[src/rtl/i2s_pkg.sv]
// rtl/i2s_pkg.sv - shared I2S widths and frame geometry helpers
package i2s_pkg;

  localparam int DEFAULT_SAMPLE_WIDTH = 24;
  localparam int DEFAULT_SLOT_WIDTH   = 32;

  function automatic int frame_len(input int slot_width);
    return 2 * slot_width;
  endfunction

  function automatic int pos_width(input int slot_width);
    return $clog2(2 * slot_width);
  endfunction

  localparam int FRAME_LEN = 2 * DEFAULT_SLOT_WIDTH;

endpackage

[src/rtl/i2s_frame_counter.sv]
// rtl/i2s_frame_counter.sv - frame position counter with latch and frame-start strobes
module i2s_frame_counter
  import i2s_pkg::*;
#(
  parameter int SLOT_WIDTH = DEFAULT_SLOT_WIDTH,
  localparam int PW = pos_width(SLOT_WIDTH)
) (
  input  logic          clk,
  input  logic          reset,
  output logic [PW-1:0] pos_next,
  output logic          latch,
  output logic          frame_start
);

  localparam logic [PW-1:0] LAST = PW'(frame_len(SLOT_WIDTH) - 1);

  logic [PW-1:0] pos;

  always_comb begin
    pos_next = (pos == LAST) ? '0 : pos + 1'b1;
  end

  // Strobes are registered against the coming position so they align with pos.
  always_ff @(posedge clk) begin
    if (reset) begin
      pos         <= '0;
      latch       <= 1'b0;
      frame_start <= 1'b1;
    end else begin
      pos         <= pos_next;
      latch       <= (pos_next == LAST);
      frame_start <= (pos_next == '0);
    end
  end

endmodule

[src/rtl/i2s_stereo_tx.sv]
// rtl/i2s_stereo_tx.sv - I2S stereo serializer with FIFO pop handshake and underrun tracking
module i2s_stereo_tx
  import i2s_pkg::*;
#(
  parameter int SAMPLE_WIDTH     = DEFAULT_SAMPLE_WIDTH,
  parameter int SLOT_WIDTH       = DEFAULT_SLOT_WIDTH,
  parameter bit HOLD_ON_UNDERRUN = 1'b0
) (
  input  logic                    clk,
  input  logic                    reset,
  input  logic [SAMPLE_WIDTH-1:0] sample_left,
  input  logic [SAMPLE_WIDTH-1:0] sample_right,
  input  logic                    sample_valid,
  input  logic                    mute,
  output logic                    sample_ready,
  output logic                    lrclk,
  output logic                    data,
  output logic                    frame_start,
  output logic                    underrun,
  output logic [7:0]              underrun_count
);

  localparam int PW = pos_width(SLOT_WIDTH);

  if (SAMPLE_WIDTH < 1 || SAMPLE_WIDTH > SLOT_WIDTH - 1) begin : g_bad_width
    $error("i2s_stereo_tx: SAMPLE_WIDTH must be within 1..SLOT_WIDTH-1");
  end

  localparam logic [PW-1:0] SLOT_P  = PW'(SLOT_WIDTH);
  localparam logic [PW-1:0] L_FIRST = PW'(1);
  localparam logic [PW-1:0] L_LAST  = PW'(SAMPLE_WIDTH);
  localparam logic [PW-1:0] R_FIRST = PW'(SLOT_WIDTH + 1);
  localparam logic [PW-1:0] R_LAST  = PW'(SLOT_WIDTH + SAMPLE_WIDTH);

  logic [PW-1:0]           pos_next;
  logic                    latch;
  logic [SAMPLE_WIDTH-1:0] hold_left;
  logic [SAMPLE_WIDTH-1:0] hold_right;
  logic [SAMPLE_WIDTH-1:0] shift;

  i2s_frame_counter #(
    .SLOT_WIDTH(SLOT_WIDTH)
  ) u_frame_counter (
    .clk        (clk),
    .reset      (reset),
    .pos_next   (pos_next),
    .latch      (latch),
    .frame_start(frame_start)
  );

  assign sample_ready = latch;

  // Outputs are computed for the coming position; holding registers only change
  // at the latch edge, where the coming position (0) carries no sample bit.
  always_ff @(posedge clk) begin
    if (reset) begin
      lrclk          <= 1'b0;
      data           <= 1'b0;
      shift          <= '0;
      hold_left      <= '0;
      hold_right     <= '0;
      underrun       <= 1'b0;
      underrun_count <= 8'd0;
    end else begin
      lrclk <= (pos_next >= SLOT_P);

      if (pos_next == L_FIRST) begin
        data  <= hold_left[SAMPLE_WIDTH-1];
        shift <= hold_left << 1;
      end else if (pos_next == R_FIRST) begin
        data  <= hold_right[SAMPLE_WIDTH-1];
        shift <= hold_right << 1;
      end else if ((pos_next > L_FIRST && pos_next <= L_LAST) ||
                   (pos_next > R_FIRST && pos_next <= R_LAST)) begin
        data  <= shift[SAMPLE_WIDTH-1];
        shift <= shift << 1;
      end else begin
        data <= 1'b0;
      end

      underrun <= latch && !sample_valid;

      if (latch) begin
        if (sample_valid && !mute) begin
          hold_left  <= sample_left;
          hold_right <= sample_right;
        end else if (mute || !HOLD_ON_UNDERRUN) begin
          hold_left  <= '0;
          hold_right <= '0;
        end
        if (!sample_valid && underrun_count != 8'hFF) begin
          underrun_count <= underrun_count + 8'd1;
        end
      end
    end
  end

endmodule
[config.mk]
export PLATFORM = sky130hd
export DESIGN_NAME = i2s_stereo_tx
export DESIGN_NICKNAME = d
export VERILOG_FILES = /design/src/rtl/i2s_pkg.sv /design/src/rtl/i2s_frame_counter.sv /design/src/rtl/i2s_stereo_tx.sv
export SDC_FILE = /design/constraint.sdc
export NUM_CORES = 1
export LEC_CHECK = 0
export CORE_ASPECT_RATIO = 1.5
export CORE_MARGIN = 10
export CORE_UTILIZATION = 50
export CTS_CLUSTER_DIAMETER = 50
export DETAILED_ROUTE_END_ITERATION = 12
export PLACE_DENSITY = 0.76
export SYNTH_ARGS = -nofsm -noshare
export SYNTH_HDL_FRONTEND = slang
export SYNTH_SLANG_ARGS = --single-unit
[constraint.sdc]
create_clock -name clk -period 4.5 [get_ports clk]
set_input_delay 0.9 -clock clk [delete_from_list [all_inputs] [get_ports clk]]
set_output_delay 0.9 -clock clk [all_outputs]
set_load 0.02 [all_outputs]
==> out/metrics.cfg, run 1 <==
[clock_tree]
htreeDepth=3
cts_tree=built
hold_buffers=0
clock_sinks=90
clk_pin_slew_ps=60
post_cts_resized=0
root_buffer=clkbuf_16
postCtsSetupBuffers=0
cts_buffers=9
clock_latency_ps=340
cts.path.max_buffers=2

[synthesis]
synth-seq-area-share=0.453
ys_types=39
avgSynthCellArea_um2=8.95
yosys.area.top_type=dfxtp_1
netlist.area_leader.share=0.453
syn-num-nets=501
ys_top_cells_by_area=dfxtp_1, nor2b_1, nor2_1, a21oi_1, mux2i_1
syn_inst=444
synth_warnings=0
netlist_area_mm2=0.00397
synth-seq-cells=90

[outcome]
status=finished clean

[floorplanning]
die-area_mm2=0.0120
fp-row-count=39
die_w_um=92.8
initial_utilization=0.519
pin_count=65
core_mm2=0.00766
die_h_um=129

[critical_path]
path_class=reg2reg
cp-start-kind=flip-flop
worst-path-max-fanout=23
crit_arrival_ps=3210
crit_family=compound AO/OA/AOI/OAI gates
crit_path_end_kind=flip-flop
crit_path_cell_trace=ha_1 -> nand3_1 -> xor2_1 -> o2111a_1 -> nand2b_1 -> o221ai_1
slowest_stage=o2111a_1
critical_path.max_stage_delay_ps=600
worstPathRequired_ps=4740
crit_buf_inv=0

[sta]
finalHoldViolations=0
clock.fmax_mhz=337
finalSetupViolations=0
worst_pin_slew_ps=986
finClkSkew_ps=7.37
setup_ws_ps=1530
rsz0062_at_grt=false
slew_viol_final=0
max_slew_margin=0.343
setup_tns_ps=0
timing.final.crit_share=0.660
min_period_ps=2970

[place]
port_buffers=64
place_congestion=0.845
hpwl_um=6230
dp_slack_ps=1630

[detailed_routing]
via_count=3277
routedWlPerCell_um=15.6
drcViolationCount=0
routed_wl_um=9300
ant_nets=0
drt_iter0_markers=253
dr.pass1.iters=4
viasPerCell=5.50

[finish]
n_fill_cell=706
fin_nets=546
layout_commonest_cell=dfxtp_1
drive_above_1_share=0.0486
areaGrowthSynthToFinish_pct=23.6
antenna_cells=0
postLayoutCoreUtil=0.641
layout_common_cells=dfxtp_1, nor2_1, clkdlybuf4s50_1, a21oi_1, nor2b_1

[global_routing]
grt_pass1_vias=3250
antenna_found_initial=0
grt_use_total=0.156
grt_max_degree=93
grt-ovfl-total=0
grt_first_pass_wirelength_um=15400

[pwr]
powerDensity_mw_per_mm2=340
p_leak_uw=0.00193
ir_drop_v=0.000225

[job]
drv_cap=0

[worst_hold_path]
hp-class=reg2reg

cell usage after synthesis, drive strengths merged:
| master | n |
|---|---|
| o2111a | 1 |
| dfxtp | 90 |
| o22ai | 1 |
| o21a | 3 |
| a21oi | 52 |
| clkbuf | 20 |
| a41oi | 1 |
| nor3b | 1 |
| inv | 14 |
| xnor2 | 3 |
| and3 | 1 |
| o21ai | 4 |
| a2111o | 11 |
| nor4 | 2 |
| nor3 | 2 |
| nand2b | 3 |
| and3b | 1 |
| and2 | 1 |
| ha | 5 |
| nand3b | 11 |
| o221ai | 22 |
| a311o | 1 |
| buf | 14 |
| or3 | 2 |
| xor2 | 5 |
| and4 | 1 |
| nand4 | 14 |
| o2111ai | 2 |
| nand2 | 7 |
| nor2b | 48 |
| nand3 | 5 |
| nor2 | 71 |
| a41o | 1 |
| mux2i | 24 |
cells by family after synthesis:
group                      Yosys count  synth area share
muxes                               24            0.0605
buffers and inverters               48            0.0538
adders and majority gates            5            0.0157
DFF                                 90             0.453
xor gates and xnor gates             8            0.0176
AOI/OAI and AO/OA                   99             0.176
and+or+nand+nor                    170             0.223
layer usage:
| metal | global-route usage | routed length (µm) | up-vias | part of all wire |
|---|---|---|---|---|
| met3 | 0.0272 | 267 | 17 | 0.029 |
| met1 | 0.177 | 4060 | 1539 | 0.44 |
| met4 | 0.0965 | 270 | 0 | 0.029 |
| met2 | 0.265 | 4700 | 71 | 0.51 |
| li1 | - | - | 1650 | - |
| met5 | 0 | 0 | - | 0 |
through the flow:
step / cell area, µm² / hold WS [ps] / std cells / total power, µW
6_report: 4910 / 478 / 596 / 1670
2_1_floorplan: 3970 / 447 / 444 / 868
3_3_place_gp: 4610 / 464 / 580 / 925
4_1_cts: 4910 / 479 / 596 / 1680
5_1_grt: 4910 / 496 / 596 / 1720
3_5_place_dp: 4610 / 469 / 580 / 927
registers in the layout (all words and copies together) (netlist names):
name and flops:
hold_left 24, u_frame_counter.frame_start 1, u_frame_counter.pos 6, u_frame_counter.latch 1, underrun_count 8, data 1
underrun 1, hold_right 24, shift 23, lrclk 1
power breakdown:
part | total, µW | switching [µW] | internal (µW)
logic | 105 | 53.7 | 51.6
registers | 804 | 4.02 | 800
clock network | 761 | 301 | 460
final cells by class:
cell class / instances / area (µm²) / area share
timing repair buffer: 68 / 666 / 0.136
inverter: 14 / 52.6 / 0.0107
sequential: 90 / 1800 / 0.367
clock inverter: 4 / 50.0 / 0.0102
multi-input combinational: 306 / 1960 / 0.399
tap: 102 / 128 / 0.0260
clock buffer: 12 / 256 / 0.0522
worst register-to-register path, stage by stage, from the launching register on:
cell and delay (ps):
dfxtp_1 430, ha_1 330, nand3_1 150, xor2_1 470, o2111a_1 600, nand2b_1 560
o221ai_1 340
worst paths after layout:
kind	slack, ps	depth (start not counted)	end	startpoint
min reg2reg	480	2	data	shift[23]
max reg2reg	1530	6	shift[16]	u_frame_counter.pos[1]
max	1530	6	shift[16]	u_frame_counter.pos[1]
min	480	2	data	shift[23]
Power figures use the tool's default switching activity.
==> run 2, diff against run 1 <==
--- a/config.mk
+++ b/config.mk
@@ -7,7 +7,7 @@
 export LEC_CHECK = 0
 export CORE_ASPECT_RATIO = 1.5
 export CORE_MARGIN = 10
-export CORE_UTILIZATION = 50
+export CORE_UTILIZATION = 48
 export CTS_CLUSTER_DIAMETER = 50
 export DETAILED_ROUTE_END_ITERATION = 12
 export PLACE_DENSITY = 0.76
==> constraint.sdc (replaced) <==
create_clock -name clk -period 2.39 [get_ports clk]
set_input_delay 0.478 -clock clk [delete_from_list [all_inputs] [get_ports clk]]
set_output_delay 0.478 -clock clk [all_outputs]
set_load 0.02 [all_outputs]
==> out/metrics.cfg, run 2 (synthesis results as in run 1) <==
[clock_tree]
cts_tree=built
htreeDepth=3  ; unchanged
clock_sinks=90  ; unchanged
postCtsSetupBuffers=0  ; unchanged
clk_pin_slew_ps=60  ; about the same
clock_latency_ps=340  ; about the same
cts_buffers=9  ; unchanged
cts.path.max_buffers=2  ; unchanged
root_buffer=clkbuf_16

[finish]
areaGrowthSynthToFinish_pct=27.9
fin_nets=561  ; +2.7%
drive_above_1_share=0.0845  ; +0.0359
stdcell_count=614  ; +3.0%
layout_commonest_cell=dfxtp_1
n_fill_cell=704  ; -0.28%
layout_common_cells=dfxtp_1, nor2_1, clkdlybuf4s50_1, a21oi_1, nor2b_1
antenna_cells=0  ; unchanged
layout.area.seq_mm2=0.00180  ; unchanged
top_regs=hold_left: 24 flops, hold_right: 24 flops, shift: 23 flops
multi_input_comb_area_mm2=0.00197  ; +0.70%

[detailed_routing]
dr.pass1.iters=7  ; +3
routed_wl_um=9690  ; +4.2%
viasPerCell=5.53  ; +0.62%
drt_iter0_markers=201  ; -21%
ant_nets=0  ; unchanged
drcViolationCount=0  ; unchanged
routedWlPerCell_um=15.8  ; +1.1%
via_count=3397  ; +3.7%

[floorplanning]
die_h_um=131  ; +1.7%
die-area_mm2=0.0124  ; +3.4%
pin_count=65  ; unchanged
die_w_um=94.3  ; +1.6%
fp-row-count=40  ; +2.6%
core_mm2=0.00806  ; +5.2%
initial_utilization=0.493  ; -0.0255

[critical_path]
crit_arrival_ps=2470  ; -740 ps
cp-start-kind=flip-flop
path_class=reg2reg
worst-path-max-fanout=23  ; unchanged
worstPathRequired_ps=2640  ; -2100 ps
crit_path_end_kind=flip-flop

[pwr]
p_leak_uw=0.00203  ; +4.8%
intPower_uw=2560  ; +95%
p_sw_frac=0.212  ; -0.00251
clockPowerShare=0.466  ; +0.010
power_frac_seq=0.466  ; -0.015
ir_drop_v=0.000460  ; +100%
p_sw_uw=690  ; +92%
powerDensity_mw_per_mm2=639  ; +88%
combPwrFrac=0.068  ; +0.005
p_total_uw=3250  ; +95%

[sta]
timing.final.crit_share=0.926  ; +0.266
finalSetupViolations=0  ; unchanged
setup_tns_ps=0  ; unchanged
max_slew_margin=0.614  ; +0.271
setup_ws_ps=178  ; -1350 ps
slew_viol_final=0  ; unchanged
clock.fmax_mhz=452  ; +34%
min_period_ps=2210  ; -758 ps
finalHoldViolations=0  ; unchanged
finClkSkew_ps=5.49  ; -1.88 ps
worst_pin_slew_ps=578  ; -408 ps
rsz0062_at_grt=false

[worst_hold_path]
hp-class=reg2reg

[outcome]
status=finished clean

[global_routing]
antenna_found_initial=0  ; unchanged
grt_max_degree=42  ; -55%
grt-ovfl-total=0  ; unchanged
grt_use_total=0.157  ; +0.00107
grt_first_pass_wirelength_um=16000  ; +4.0%
grt_pass1_vias=3366  ; +3.6%

[place]
dp_slack_ps=161  ; -1470 ps
place_inst=598  ; +3.1%
hpwl_um=6680  ; +7.1%
port_buffers=64  ; unchanged
place_congestion=0.857  ; +1.4%

[job]
drv_cap=0  ; unchanged

run 2: layout make-up:
type                       count  share of cell area
tap                          105              0.0259
clock inverter                 5              0.0153
timing repair buffer          83               0.158
clock buffer                  11              0.0478
multi-input combinational    306               0.388
inverter                      14              0.0103
sequential                    90               0.355
run 2: worst paths after layout:
kind	end	slack [ps]	from	cells past startpoint
setup / recovery	shift[18]	180	u_frame_counter.pos[1]	7
hold reg to reg	hold_right[23]	510	hold_right[23]	2
hold / removal	hold_right[23]	510	hold_right[23]	2
setup reg to reg	shift[18]	180	u_frame_counter.pos[1]	7
run 2: repair_timing:
item                                    in CTS  in global routing
hold buffers                                 0                  0
endpoints found under the setup margin       0                 19
gates resized for setup                      0                  3
run 2: metal layers:
metal | track usage | routed length [µm]
met1 | 0.176 | 3910
met2 | 0.271 | 5200
met3 | 0.0348 | 370
met5 | 0 | 0
met4 | 0.0686 | 208
run 2: critical path, stage by stage, from the launching register on:
cell	delay, ps
dfxtp_1	440
ha_2	290
nand3_1	100
xor2_1	190
a311o_2	400
buf_4	230
a2111o_1	380
o221ai_1	80
run 2: through the flow:
step	util	hold slack, ps	area (µm²)
2_1_floorplan	-	447	3970
3_3_place_gp	0.590	482	4750
3_5_place_dp	0.590	491	4750
4_1_cts	0.630	502	5070
5_1_grt	0.631	520	5080
6_report	0.631	507	5080
run 2: power by group through the flow:
stage / clock network, µW / registers, µW / logic [µW]
6_report: 1510 / 1510 / 222
5_1_grt: 1600 / 1510 / 238
4_1_cts: 1540 / 1510 / 221
3_5_place_dp: 0 / 1550 / 220
3_3_place_gp: 0 / 1550 / 219
2_1_floorplan: 0 / 1550 / 88.3
==> run 3, diff against run 2 <==
--- a/config.mk
+++ b/config.mk
@@ -5,6 +5,7 @@
 export SDC_FILE = /design/constraint.sdc
 export NUM_CORES = 1
 export LEC_CHECK = 0
+export CAP_MARGIN = 10
 export CORE_ASPECT_RATIO = 1.5
 export CORE_MARGIN = 10
 export CORE_UTILIZATION = 48
==> results of run 3 <==
The final DEF is identical to that of run 2; final timing and power are the same.
